--- src/rtl/wb_drv_config_mc.sv ---
// wb_drv_config_mc: Wishbone configuration block for the LVDS driver array.
// Holds per-channel delay codes (sync, P, N) and current codes in shadow
// registers. A commit FSM (IDLE/ARMED) copies all shadows into the active
// registers on a frame sync, or on a timeout. In AUTO mode, channel writes
// reach the active outputs directly.
// Build option: define DRV_CFG_READBACK_EN to enable register readback.
// Without it, every read acks with data 0.
//
// Bus handshake: the master holds cyc & stb (valid). A request is taken on
// a rising edge when o_wb_stall is low (ready) and the address is in page.
// Each taken request produces exactly one registered ack on the next cycle,
// even if cyc has dropped by then.
module wb_drv_config_mc #(
  parameter int          NUM_CH         = 2,
  parameter int          DEL_W          = 16,
  parameter int          CUR_W          = 32,
  parameter logic [31:0] BASE_ADDR      = 32'h0300_0000,
  parameter int          COMMIT_TIMEOUT = 1024
) (
  input  logic                    clk,
  input  logic                    reset,
  input  logic                    i_wb_cyc,
  input  logic                    i_wb_stb,
  input  logic                    i_wb_we,
  input  logic [31:0]             i_wb_addr,
  input  logic [31:0]             i_wb_data,
  output logic                    o_wb_ack,
  output logic                    o_wb_stall,
  output logic [31:0]             o_wb_data,
  input  logic                    i_frame_sync,
  output logic [NUM_CH*DEL_W-1:0] o_del_sync,
  output logic [NUM_CH*DEL_W-1:0] o_del_p,
  output logic [NUM_CH*DEL_W-1:0] o_del_n,
  output logic [NUM_CH*DEL_W-1:0] o_del_sync_inv,
  output logic [NUM_CH*DEL_W-1:0] o_del_p_inv,
  output logic [NUM_CH*DEL_W-1:0] o_del_n_inv,
  output logic [NUM_CH*CUR_W-1:0] o_current,
  output logic                    o_commit_busy
);

  typedef enum logic {IDLE = 1'b0, ARMED = 1'b1} state_e;

  localparam int          DW     = NUM_CH * DEL_W;
  localparam int          CW     = NUM_CH * CUR_W;
  localparam bit          TO_EN  = (COMMIT_TIMEOUT > 0);
  localparam logic [31:0] TO_LAST = TO_EN ? 32'(COMMIT_TIMEOUT - 1) : 32'd0;
  localparam logic [9:0]  CH_LIM = 10'(4 * NUM_CH);

  state_e          state_q, state_d;
  logic [31:0]     cnt_q, cnt_d;
  logic            auto_q, auto_d;
  logic            timeout_q, timeout_d;
  logic            ack_q, ack_d;
  logic [31:0]     rdata_q, rdata_d;
  logic [DW-1:0]   shd_sync_q, shd_sync_d, shd_p_q, shd_p_d, shd_n_q, shd_n_d;
  logic [DW-1:0]   act_sync_q, act_sync_d, act_p_q, act_p_d, act_n_q, act_n_d;
  logic [CW-1:0]   shd_cur_q, shd_cur_d, act_cur_q, act_cur_d;

  logic [7:0] idx;
  logic       in_page, is_ch, armed;
  logic       acc, wr, rd, ch_wr, ctrl_wr, status_wr;
  logic       timeout_hit, apply;

  // Address decode, stall and accept qualification
  always_comb begin
    idx         = i_wb_addr[7:0];
    in_page     = (i_wb_addr[31:8] == BASE_ADDR[31:8]);
    is_ch       = ({2'b00, idx} < CH_LIM);
    armed       = (state_q == ARMED);
    o_wb_stall  = armed & i_wb_cyc & i_wb_stb & i_wb_we & in_page & is_ch;
    acc         = i_wb_cyc & i_wb_stb & ~o_wb_stall & in_page;
    wr          = acc & i_wb_we;
    rd          = acc & ~i_wb_we;
    ch_wr       = wr & is_ch;
    ctrl_wr     = wr & (idx == 8'hF0);
    status_wr   = wr & (idx == 8'hF1);
    timeout_hit = armed & TO_EN & (cnt_q == TO_LAST);
    apply       = armed & (i_frame_sync | timeout_hit);
  end

  // Commit FSM next state, timeout counter and CTRL/STATUS bits
  always_comb begin
    state_d   = state_q;
    cnt_d     = cnt_q;
    auto_d    = auto_q;
    timeout_d = timeout_q;
    if (ctrl_wr) auto_d = i_wb_data[1];
    if (status_wr && i_wb_data[1]) timeout_d = 1'b0;
    case (state_q)
      IDLE: begin
        if (ctrl_wr && i_wb_data[0]) begin
          state_d = ARMED;
          cnt_d   = 32'd0;
        end
      end
      ARMED: begin
        cnt_d = cnt_q + 32'd1;
        if (apply) begin
          state_d = IDLE;
          cnt_d   = 32'd0;
          // A coincident sync counts as a normal commit, not a timeout.
          if (timeout_hit && !i_frame_sync) timeout_d = 1'b1;
        end
      end
      default: state_d = IDLE;
    endcase
  end

  // Shadow and active register updates (write, apply, auto-commit)
  always_comb begin
    shd_sync_d = shd_sync_q;
    shd_p_d    = shd_p_q;
    shd_n_d    = shd_n_q;
    shd_cur_d  = shd_cur_q;
    act_sync_d = act_sync_q;
    act_p_d    = act_p_q;
    act_n_d    = act_n_q;
    act_cur_d  = act_cur_q;
    if (apply) begin
      act_sync_d = shd_sync_q;
      act_p_d    = shd_p_q;
      act_n_d    = shd_n_q;
      act_cur_d  = shd_cur_q;
    end
    // Channel writes are stalled while ARMED, so they never meet an apply.
    for (int c = 0; c < NUM_CH; c++) begin
      if (ch_wr && (idx[7:2] == 6'(c))) begin
        case (idx[1:0])
          2'd0: begin
            shd_sync_d[c*DEL_W +: DEL_W] = i_wb_data[DEL_W-1:0];
            if (auto_q) act_sync_d[c*DEL_W +: DEL_W] = i_wb_data[DEL_W-1:0];
          end
          2'd1: begin
            shd_p_d[c*DEL_W +: DEL_W] = i_wb_data[DEL_W-1:0];
            if (auto_q) act_p_d[c*DEL_W +: DEL_W] = i_wb_data[DEL_W-1:0];
          end
          2'd2: begin
            shd_n_d[c*DEL_W +: DEL_W] = i_wb_data[DEL_W-1:0];
            if (auto_q) act_n_d[c*DEL_W +: DEL_W] = i_wb_data[DEL_W-1:0];
          end
          default: begin
            shd_cur_d[c*CUR_W +: CUR_W] = i_wb_data[CUR_W-1:0];
            if (auto_q) act_cur_d[c*CUR_W +: CUR_W] = i_wb_data[CUR_W-1:0];
          end
        endcase
      end
    end
  end

  // Ack and read data; read data is nonzero only in the ack cycle
  always_comb begin
    ack_d   = acc;
    rdata_d = 32'd0;
`ifdef DRV_CFG_READBACK_EN
    if (rd) begin
      if (is_ch) begin
        for (int c = 0; c < NUM_CH; c++) begin
          if (idx[7:2] == 6'(c)) begin
            case (idx[1:0])
              2'd0:    rdata_d = 32'(shd_sync_q[c*DEL_W +: DEL_W]);
              2'd1:    rdata_d = 32'(shd_p_q[c*DEL_W +: DEL_W]);
              2'd2:    rdata_d = 32'(shd_n_q[c*DEL_W +: DEL_W]);
              default: rdata_d = 32'(shd_cur_q[c*CUR_W +: CUR_W]);
            endcase
          end
        end
      end else begin
        case (idx)
          8'hF0:   rdata_d = {30'd0, auto_q, 1'b0};
          8'hF1:   rdata_d = {30'd0, timeout_q, armed};
          8'hF2:   rdata_d = {8'(NUM_CH), 8'(DEL_W), 8'(CUR_W), 8'h02};
          default: rdata_d = 32'd0;
        endcase
      end
    end
`else
    if (rd) rdata_d = 32'd0;
`endif
  end

  // All state flops; reset clears everything and abandons a pending commit
  always_ff @(posedge clk) begin
    if (reset) begin
      state_q    <= IDLE;
      cnt_q      <= 32'd0;
      auto_q     <= 1'b0;
      timeout_q  <= 1'b0;
      ack_q      <= 1'b0;
      rdata_q    <= 32'd0;
      shd_sync_q <= '0;
      shd_p_q    <= '0;
      shd_n_q    <= '0;
      shd_cur_q  <= '0;
      act_sync_q <= '0;
      act_p_q    <= '0;
      act_n_q    <= '0;
      act_cur_q  <= '0;
    end else begin
      state_q    <= state_d;
      cnt_q      <= cnt_d;
      auto_q     <= auto_d;
      timeout_q  <= timeout_d;
      ack_q      <= ack_d;
      rdata_q    <= rdata_d;
      shd_sync_q <= shd_sync_d;
      shd_p_q    <= shd_p_d;
      shd_n_q    <= shd_n_d;
      shd_cur_q  <= shd_cur_d;
      act_sync_q <= act_sync_d;
      act_p_q    <= act_p_d;
      act_n_q    <= act_n_d;
      act_cur_q  <= act_cur_d;
    end
  end

  assign o_wb_ack       = ack_q;
  assign o_wb_data      = rdata_q;
  assign o_commit_busy  = (state_q == ARMED);
  assign o_del_sync     = act_sync_q;
  assign o_del_p        = act_p_q;
  assign o_del_n        = act_n_q;
  assign o_current      = act_cur_q;
  assign o_del_sync_inv = ~act_sync_q;
  assign o_del_p_inv    = ~act_p_q;
  assign o_del_n_inv    = ~act_n_q;

endmodule

--- config.mk ---
export PLATFORM = sky130hd
export DESIGN_NAME = wb_drv_config_mc
export DESIGN_NICKNAME = d
export VERILOG_FILES = /design/src/rtl/wb_drv_config_mc.sv
export SDC_FILE = /design/constraint.sdc
export NUM_CORES = 1
export LEC_CHECK = 0
export CAP_MARGIN = 30
export CORE_MARGIN = 1
export CORE_UTILIZATION = 40
export CTS_CLUSTER_DIAMETER = 80
export DETAILED_ROUTE_END_ITERATION = 12
export PLACE_DENSITY = 0.66
export SYNTH_ARGS = -nofsm -noshare
export SYNTH_HDL_FRONTEND = slang
export SYNTH_SLANG_ARGS = --single-unit
export TNS_END_PERCENT = 100
--- constraint.sdc ---
create_clock -name clk -period 2.6 [get_ports clk]
set_input_delay 0.26 -clock clk [delete_from_list [all_inputs] [get_ports clk]]
set_output_delay 0.26 -clock clk [all_outputs]
set_load 0.005 [all_outputs]
* Yosys cells after proc, flatten, opt, wreduce, memory -nomap -nowiden
Index checks and enable logic that the tools add are counted.
** Operators by class
- Add/subtract/negate cells :: 1
- Magnitude comparators :: 1
- Eq/ne operators :: 7
- Multiplexer cells :: 34
- Bitwise logic cells :: 20
- Reduce and logical (&&, ||, !) cells :: 14
** Operator list (number)
- $mux 32 :: 11
- $mux 16 :: 18
- $not 32->32 :: 3
- $mux 64 :: 1
- $pmux 32 s2 :: 1
- $add 32x1->32 const B :: 1
- $eq 32x10->1 const B :: 1
- $eq 24x18->1 const B :: 1
- $reduce_and 2->1 :: 8
- $and 1x1->1 :: 13
- $eq 8x8->1 const B :: 1
- $lt 8x4->1 const B :: 1
- $eq 6x1->1 const B :: 1
- $logic_not 6->1 :: 1
- $logic_and 1x1->1 :: 3
- $not 1->1 :: 3
- $reduce_or 3->1 :: 1
- $eq 2x1->1 const B :: 1
- $eq 2x2->1 const B :: 1
- $logic_not 2->1 :: 1
- $mux 1 :: 2
- $ne 2x2->1 const B :: 1
- $pmux 1 s2 :: 1
- $or 1x1->1 :: 1
** Storage, ports and cells
- Register bits after elaboration :: 355
- Bits of input ports :: 70
- Output and inout bits :: 291
- Logic and storage cells :: 93

* Longest topological paths before layout
Gate-level depths: netlist of the first run.
- Depth after elaboration :: 13
- Gate-level depth with buffers :: 10
- Depth with buffers taken out :: 7

* Worst setup path before layout of the first run
No wires, ideal clock.
- Kind :: register to register
- Start point :: register cnt_q[0]
- End point :: register cnt_q[16]
- Library setup time :: 0.132 ns
- Arrival time :: 2.014 ns
- Path slack :: 0.453 ns
- Stages on the path, launching flop included :: 10
- Period minus slack after synthesis :: 2.147 ns
- Cell sequence :: dfxtp_1 ha_1 and4_1 nand3_1 buf_2 o31ai_2 clkbuf_1 nor2_1 o21ai_0 a21oi_1
** Between the ends
- Cells in the longest elaborated chain, start to end :: 6
- Elaborated cells between the ends (all ways) :: 7
- Classes of those cells :: 1 x add/sub; 1 x eq/ne; 2 x mux; 3 x bitwise
** Ends and longest elaborated chain
- start, declared :: RTL line 50 : logic [31:0] cnt_q, cnt_d;
- start signal, assigned :: RTL line 200 : cnt_q <= cnt_d;
- parallel branches: the longest is 4 deep, another holds $add 32x1->32
- $mux 32 * :: RTL line 98 : if (apply) begin
- $pmux 32 s2 * :: RTL line 89 : case (state_q)
Every way passes the cells marked *.
A chain may end at the register's enable or synchronous reset.

* Worst setup path in the final report of the first run
- Start point :: register cnt_q[0]
- End point :: register act_p_q[17] (netlist: o_del_p[17])
** Between the ends
- Cells in the longest elaborated chain, start to end :: 8
** Ends and longest elaborated chain
- $eq 32x10->1 * :: RTL line 77 : timeout_hit = armed & TO_EN & (cnt_q == TO_LAST);
- $and 1x1->1 * :: RTL line 77
- $or 1x1->1 * :: RTL line 78 : apply = armed & (i_frame_sync | timeout_hit);
- $and 1x1->1 * :: RTL line 78
- $mux 32 * :: RTL line 119 : if (apply) begin
- $mux 16 :: RTL line 135 : if (auto_q) act_p_d[c*DEL_W +: DEL_W] = i_wb_data[DEL_W-1:0];
- $mux 16 :: RTL line 128 : case (idx[1:0])
- $mux 16 * :: RTL line 127 : if (ch_wr && (idx[7:2] == 6'(c))) begin
- end signal, assigned :: RTL line 210 : act_p_q <= act_p_d;
- end, declared :: RTL line 56 : logic [DW-1:0] act_sync_q, act_sync_d, act_p_q, act_p_d, act_n_q, act_n_d;
Every way passes the cells marked *; elsewhere a longest branch is shown, timed or not.

==> summary by stage, run 1 <==
Yosys
The count of distinct cell types in the synthesized netlist is 47. Of all cell types, the one taking the most synthesized area is sky130_fd_sc_hd__dfxtp_1. During synthesis, Yosys emitted a total of 0 warnings.

By instance count, the leading cell after synthesis is sky130_fd_sc_hd__dfxtp_1. The post-synthesis instance area is 0.0153 mm2. The number of synthesized register bits is 355.

The count of flip-flops with a built-in enable after synthesis is 0. Sequential elements use 46.5% of the synthesized area. Ranked by instance count, the synthesized netlist is headed by sky130_fd_sc_hd__dfxtp_1, sky130_fd_sc_hd__nand2_1, sky130_fd_sc_hd__a21oi_1.

Summed over its instances, the top area cell type makes up 46.5% of the synthesized netlist area. The average instance area after synthesis is 8.20 um2. The most instantiated flip-flop cell in the synthesis netlist is sky130_fd_sc_hd__dfxtp_1. The cell count after synthesis is 1864. Yosys attributes the largest share of cell area to sky130_fd_sc_hd__dfxtp_1, sky130_fd_sc_hd__mux2i_1, sky130_fd_sc_hd__nand2_1. In the synthesized netlist the async set-or-reset flop fraction comes to 0%.

Global route
The residual overflow from global routing is 0. The first-pass GRT wire length is 70200 um. The number of antenna violations at the first check in global routing is 1. The number of global-route vias before repair is 12600.

The aggregate global-route resource usage is 22.7%. Entering global routing, the biggest net connects 102 pins.

Clock tree
Clock latency on the worst-skew pair, taken at its later pin, is 0.54 ns. The clock sink count is 355. In this run, post-CTS hold repair placed 0 buffers. The root buffer selected by CTS is sky130_fd_sc_hd__clkbuf_16. The clock tree from TritonCTS is done.

The count of H-tree levels built during CTS is 2. The maximum buffer depth of the clock tree is 3. Clock tree synthesis inserted a total of 39 buffers.

The clock transition at the registers of the reported paths is 0.06 ns.

Route
Using the TritonRoute via totals, the vias-per-cell ratio works out to 5.17. The number of design-rule violations left by the first detailed-router iteration is 989. The detailed router placed 13800 vias in this run. The number of routed nets with antenna violations is 0. Dividing the detail-routed wire length by the instance count gives 17.1 um. For this run, design rule violations remaining after detail routing come to 0. The number of iterations in the first detailed-routing pass is 5. The total routed wirelength is 45800 um.

Job
Max-cap violations in this run came to 0.

Timing
The total count of hold-check failures in the final report was 0. Subtracting the final worst setup slack from the clock period gives 2.43 ns. The clock skew is 0.0277 ns. The number of max-slew violations in the final report came to 0. Setup violations remaining at the end of the flow were counted as 0. The total negative slack for setup checks is 0 ns. The headroom to the max-slew limit is 51.8%.

The top achievable clock speed is 412 MHz. The worst-margin pin slew is 0.723 ns. In the finished design, the share of the clock period the worst path needs comes to 93.4%. Setup repair after global routing left no endpoint under its margin.

Setup path
The worst setup path is captured at a flop. The signal on the critical path passes through ha_1 > and4_1 > nand3_1 > nor3_1 > o21ai_4 > buf_16 > mux2i_1 > a211oi_1. The critical path arrival is 2.86 ns. The critical path is of the flop to flop type. Data on the critical path is required at its endpoint by 3.03 ns.

The master of the slowest instance on the critical path is sky130_fd_sc_hd__dfxtp_1. Of all nets on the critical path, the largest fanout is 101. The family with the most delay on the worst path is simple AND/OR/NAND/NOR gates. The delay of the slowest critical-path stage is 0.38 ns. STA classifies the critical path startpoint as a flop. The number of buffers and inverters on the critical path is 1.

Floorplan
The overall die height is 197 um. The horizontal extent of the die is 197 um. For this design the top-level I/O count stands at 361. In this run the standard cell core region covers 0.0377 mm2. The starting utilization of the core area is 40.6%. The die covers 0.0390 mm2. The initialized floorplan defines 71 standard-cell rows.

Final layout
The final layout contains 2203 nets. The fraction of layout cells with a size suffix above 1 is 6.39%. The area growth from synthesis to layout is 34.9%. After routing the design area is 0.0206 mm2.

Place
The sum of net half-perimeters after detailed placement is 29700 um. After detailed placement, the total cell area comes to 0.0193 mm2. The port buffer count is 328. The last weighted congestion value of the routability-driven placer is 0.847.

Power
IR analysis of the VDD net gives a maximum drop of 379 uV. The analysis attributes to cell leakage a power of 8.09 nW. Dividing total power by cell area gives a power density of 558 mW/mm2.

Status
The run finished with clean final reports.

Worst hold path
The min-delay analysis places its worst path in the category input pin to flop.
[registers in the layout, indices dropped and copies added (netlist names)]
name and cells:
auto_q 1, cnt_q 32, o_commit_busy 1, o_current 64, o_del_n 32, o_del_p 32, o_del_sync 32, o_wb_ack 1
shd_cur_q 64, shd_n_q 32, shd_p_q 32, shd_sync_q 32
[stage by stage]
| step | hold WS, ns | worst slack (ns) | cells | util [%] | power [W] |
|---|---|---|---|---|---|
| floorplan | 0.400 | 0.453 | 1895 | - | 0.00575 |
| global placement | 0.437 | 0.0316 | 2601 | 51.2 | 0.00595 |
| detailed placement | 0.443 | -0.0451 | 2601 | 51.2 | 0.00595 |
| CTS | 0.206 | 0.0671 | 2669 | 54.7 | 0.0116 |
| global route | 0.242 | 0.0247 | 2671 | 54.7 | 0.0118 |
| finish | 0.216 | 0.172 | 2671 | 54.7 | 0.0115 |
[logic make-up after synthesis]
| kind of cell | share of synthesized area (%) |
|---|---|
| adder cells (fa/ha/maj) | 0.0818 |
| multiplexers | 10.5 |
| AO/OA/AOI/OAI | 16.1 |
| buffers and inverters | 8.47 |
| AND/OR/NAND/NOR | 18.3 |
| flip-flops | 46.5 |
| other | 0.0245 |
[cell usage in the layout, fill, tap and decap left out, types with 3 or more instances in the layout]
master | synthesis | final
sky130_fd_sc_hd__conb_1 | 1 | 32
sky130_fd_sc_hd__nand2_1 | 347 | 346
sky130_fd_sc_hd__nand4_1 | 8 | 8
sky130_fd_sc_hd__and3_1 | 8 | 8
sky130_fd_sc_hd__mux2i_1 | 161 | 161
sky130_fd_sc_hd__a21oi_1 | 191 | 191
sky130_fd_sc_hd__and2_0 | 4 | 3
sky130_fd_sc_hd__or3_1 | 11 | 11
sky130_fd_sc_hd__clkbuf_16 | 0 | 40
sky130_fd_sc_hd__inv_1 | 99 | 99
sky130_fd_sc_hd__nand4b_1 | 3 | 3
sky130_fd_sc_hd__and2_1 | 7 | 8
sky130_fd_sc_hd__a31oi_1 | 14 | 14
sky130_fd_sc_hd__buf_4 | 32 | 37
sky130_fd_sc_hd__clkbuf_1 | 104 | 12
sky130_fd_sc_hd__clkbuf_8 | 0 | 7
sky130_fd_sc_hd__nor4_1 | 14 | 14
sky130_fd_sc_hd__nor3_1 | 8 | 8
sky130_fd_sc_hd__nand3_1 | 25 | 25
sky130_fd_sc_hd__nor2_1 | 185 | 185
sky130_fd_sc_hd__and4_1 | 7 | 7
sky130_fd_sc_hd__buf_12 | 0 | 29
sky130_fd_sc_hd__nor2b_1 | 4 | 4
sky130_fd_sc_hd__bufinv_16 | 0 | 4
sky130_fd_sc_hd__a211oi_1 | 164 | 164
sky130_fd_sc_hd__o21ai_0 | 22 | 21
sky130_fd_sc_hd__clkdlybuf4s50_1 | 0 | 327
sky130_fd_sc_hd__dfxtp_1 | 355 | 355
[layout make-up]
cell class	count	area, um2
Fill cell	3458	17100
Sequential cell	355	7110
Inverter	99	372
Clock buffer	59	1140
Timing Repair Buffer	395	4170
Multi-Input combinational cell	1242	7010
Antenna cell	1	2.50
Clock inverter	9	163
Tap cell	511	639
[routing by layer]
layer | track usage [%] | vias to the layer above | wire length, um
met5 | 0 | - | 0
met3 | 2.99 | 61 | 2450
met4 | 6.37 | 0 | 979
met2 | 38.1 | 431 | 21900
met1 | 30.3 | 6531 | 20500
li1 | - | 6780 | -
[final timing paths]
kind                            slack [ns]           from            end  depth (start not counted)
worst max register to register        0.17       cnt_q[0]    o_del_p[17]                          8
worst max-delay path                  0.17       cnt_q[0]    o_del_p[17]                          8
worst min register to register        0.45  shd_cur_q[60]  shd_cur_q[60]                          2
worst min-delay path                  0.22          reset         auto_q                          2
[worst reg2reg max path, cell delays in order, from the launching register on]
cell and delay [ns]:
sky130_fd_sc_hd__dfxtp_1 0.38, sky130_fd_sc_hd__ha_1 0.21, sky130_fd_sc_hd__and4_1 0.30, sky130_fd_sc_hd__nand3_1 0.12, sky130_fd_sc_hd__nor3_1 0.29, sky130_fd_sc_hd__o21ai_4 0.13
sky130_fd_sc_hd__buf_16 0.32, sky130_fd_sc_hd__mux2i_1 0.31, sky130_fd_sc_hd__a211oi_1 0.28
[repair_timing]
item,4_1_cts,5_1_grt
buffers inserted,0,1
endpoints found under the setup margin,0,2
resized for setup,0,1
[power by group]
group | total [W] | internal (W) | leakage, nW | switching [W]
Clock | 0.00567 | 0.00343 | 0.633 | 0.00224
Sequential | 0.00544 | 0.00544 | 2.86 | 0.000000000000105
Combinational | 0.000397 | 0.000139 | 4.60 | 0.000258
Total | 0.0115 | 0.00901 | 8.09 | 0.00250
Note: power is estimated with default switching activity, not from simulation.
==> inputs of run 2 (changes only) <==
Settings changed: CORE_UTILIZATION 40 to 35, PLACE_DENSITY 0.66 to unset.
==> run 2 against run 1 <==
  * Cell area rose by 0.56%
  * Cell count rose by 3.0%
  * Core utilization fell by 6.6 points
  * Largest cell class unchanged
==> summary by stage, run 2 (synthesis results as in run 1) <==
Route
The DRC violation count after routing was 0 (unchanged). The detailed-route wire length per cell was 16.9 um (-1.3%). The via count normalized by instance count was 5.01 (-3.0%). The via count was 13800 (-0.11%). The number of design-rule violations left by the first detailed-router iteration is 842 (-15%). The number of iterations in the first detailed-routing pass is 5 (unchanged). The total routed wirelength is 46500 um (+1.6%). The number of routed nets with antenna violations is 0 (unchanged).

Setup path
The critical path is of the flop to flop type. The critical path goes through nor4_1 > nand4_1 > nor3_2 > o21ai_4 > buf_12 > mux2i_1 > a211oi_1. The capturing element type of the critical path is a flop. The worst setup path is launched from a flop. The largest individual stage delay along the critical path comes from the cell sky130_fd_sc_hd__nor4_1. The critical path arrival was 2.84 ns (-0.02 ns). The delay of the slowest critical-path stage is 0.37 ns (about the same). Grouping stages by cell kind, the critical path spends the most delay in simple AND/OR/NAND/NOR gates.

The required time of the critical path is 3.04 ns (about the same). The critical-path maximum fanout was 83 (-18%). The buffer and inverter count on the worst path was 1 (unchanged).

Final layout
The area growth from synthesis to layout is 35.6%. The most common library cell in the layout ignoring fill and taps is sky130_fd_sc_hd__dfxtp_1. The top cell types in the final layout, fill and taps aside, are sky130_fd_sc_hd__dfxtp_1, sky130_fd_sc_hd__nand2_1, sky130_fd_sc_hd__clkdlybuf4s50_1. The total number of nets in the final design is 2206 (+0.14%). The fraction of layout cells with a size suffix above 1 came to 6.70% (+0.31 points). The number of inserted diodes is 0 (-1). The summed area of non-filler cells in the final layout is 0.0207 mm2 (+0.56%).

Floorplan
The I/O pin count is 361 (unchanged). The die footprint came to 0.0445 mm2 (+14%). The horizontal extent of the die is 211 um (+6.8%). The starting utilization of the core area is 35.5% (-5.1 points).

The number of cell rows is 76 (+7.0%). The core area came to 0.0431 mm2 (+14%). The overall die height came to 211 um (+6.8%).

Global route
The residual overflow from global routing is 0 (unchanged). The global routing usage on met1 came to 27.1% (-3.2 points). The first-pass GRT wire length was 71800 um (+2.2%). The aggregate global-route resource usage is 20.3% (-2.3 points).

The routing usage on met3 came to 2.87% (-0.12 points). The number of global-route vias before repair is 12700 (+0.82%). The global routing met2 resource utilization came to 34.7% (-3.4 points). The largest net degree at the start of global routing was 85 (-17%). The number of antenna violations at the first check in global routing came to 0 (-1). In this run the most used layer during global routing was met2.

Power
The total chip power is 0.0115 W (-0.41%). The cell internal power dissipation was 0.00892 W (-0.98%). The power density over the cells is 553 mW/mm2 (-0.96%). The proportion of power drawn by flip-flops and latches was 47.5% (+0.2 points). The reported net switching power came to 0.00254 W (+1.7%). The largest vdd supply drop is 277 uV (-27%). The switching share of total power is 22.2% (+0.45 points).

The static power due to leakage is 8.11 nW (+0.22%). The combinational group share of total power came to 3.5% (about the same). The relative contribution of the clock network to total power is 49.1% (-0.2 points).

Clock tree
The TritonCTS buffer count is 40 (+2.6%). The count of H-tree levels built during CTS is 2 (unchanged). The clock sink count is 355 (unchanged). The clock latency on the worst-skew pair is 0.54 ns (about the same). The clock transition at the registers of the reported paths was 0.06 ns (about the same). The clock tree from TritonCTS is done. The root buffer selected by CTS is sky130_fd_sc_hd__clkbuf_16. The maximum buffer depth of the clock tree came to 3 (unchanged).

Place
The worst slack at placement is -0.107 ns (-0.0616 ns). The sum of net half-perimeters after detailed placement is 30000 um (+0.72%). The last weighted congestion value of the routability-driven placer came to 0.855 (+0.92%).

The placed cell area is 0.0194 mm2 (+0.62%). The port buffer count is 328 (unchanged).

Timing
The ratio of final minimum period to clock period came to 92.5% (-0.89 points). The top achievable clock speed is 416 MHz (+0.96%). The total negative slack for setup checks is 0 ns (unchanged).

The number of max-slew violations in the final report is 0 (unchanged). The worst-margin pin slew is 0.685 ns (-0.0381 ns). The final setup violation count is 0 (unchanged). The setup slack after layout is 0.195 ns (+0.0231 ns). The minimum clock period came to 2.40 ns (-0.0231 ns). The clock skew came to 0.0160 ns (-0.0116 ns). The hold slack was 0.141 ns (-0.0748 ns). The headroom to the max-slew limit is 54.3% (+2.5 points).

Setup repair after global routing left no endpoint under its margin. The total count of hold-check failures in the final report is 0 (unchanged).

Job
The count of maximum capacitance violations came to 0 (unchanged).

Worst hold path
The worst hold path belongs to the class input pin to flop.

Status
The run finished with clean final reports.
-- run 2: changes by cell type in the layout (fill, tap and decap cells not counted), sizes merged --
cell      before  now
clkinvlp       1    3
clkbuf        59   62
bufinv         4    2
clkinv         3    2
buf           68   70
diode          1    0
inv          100  102
-- run 2: path summary, 6_finish.rpt --
kind	from	endpoint	slack, ns	depth (start not counted)
worst min-delay path	reset	cnt_q[13]	0.14	2
worst max register to register	cnt_q[20]	o_del_p[27]	0.20	7
worst min register to register	shd_p_q[26]	shd_p_q[26]	0.45	2
worst max-delay path	cnt_q[20]	o_del_p[27]	0.20	7
-- run 2: layout make-up --
type                    count  area, um2
inverters                  99        372
well taps                 585        732
repair buffers            397       4190
flip-flops and latches    355       7110
clock inverters            10        119
fillers                  4088      22300
clock buffers              62       1180
multi-input cells        1242       7020
-- run 2: stage by stage --
step	cells	util, %
4_1_cts	2749	48.1
5_1_grt	2750	48.1
3_3_place_gp	2677	45.1
6_report	2750	48.1
3_5_place_dp	2677	45.1
2_1_floorplan	1895	-
-- run 2: per-layer routing --
| layer | vias to the layer above | routed length, um |
|---|---|---|
| li1 | 6802 | - |
| met1 | 6530 | 21100 |
| met2 | 411 | 22300 |
| met3 | 45 | 2300 |
| met4 | 0 | 727 |
| met5 | - | 0 |
-- run 2: power groups by stage --
stage | logic (W) | registers, W | clock network (W)
5_1_grt | 0.000422 | 0.00544 | 0.00599
6_report | 0.000396 | 0.00544 | 0.00562
4_1_cts | 0.000398 | 0.00544 | 0.00576
2_1_floorplan | 0.000192 | 0.00556 | 0
3_3_place_gp | 0.000393 | 0.00556 | 0
3_5_place_dp | 0.000396 | 0.00556 | 0
-- run 2: repair_timing --
item,in CTS,in global routing
hold buffers,0,0
buffers inserted,0,1
resized for setup,0,2
endpoints found under the setup margin,0,7
-- run 2: worst register-to-register path, delay by kind of cell (launching register included) --
| family | cells | cell delay (ns) |
|---|---|---|
| AOI/OAI and AO/OA | 2 | 0.39 |
| DFF | 1 | 0.35 |
| buffers and inverters | 1 | 0.23 |
| muxes | 1 | 0.36 |
| and+or+nand+nor | 3 | 0.99 |
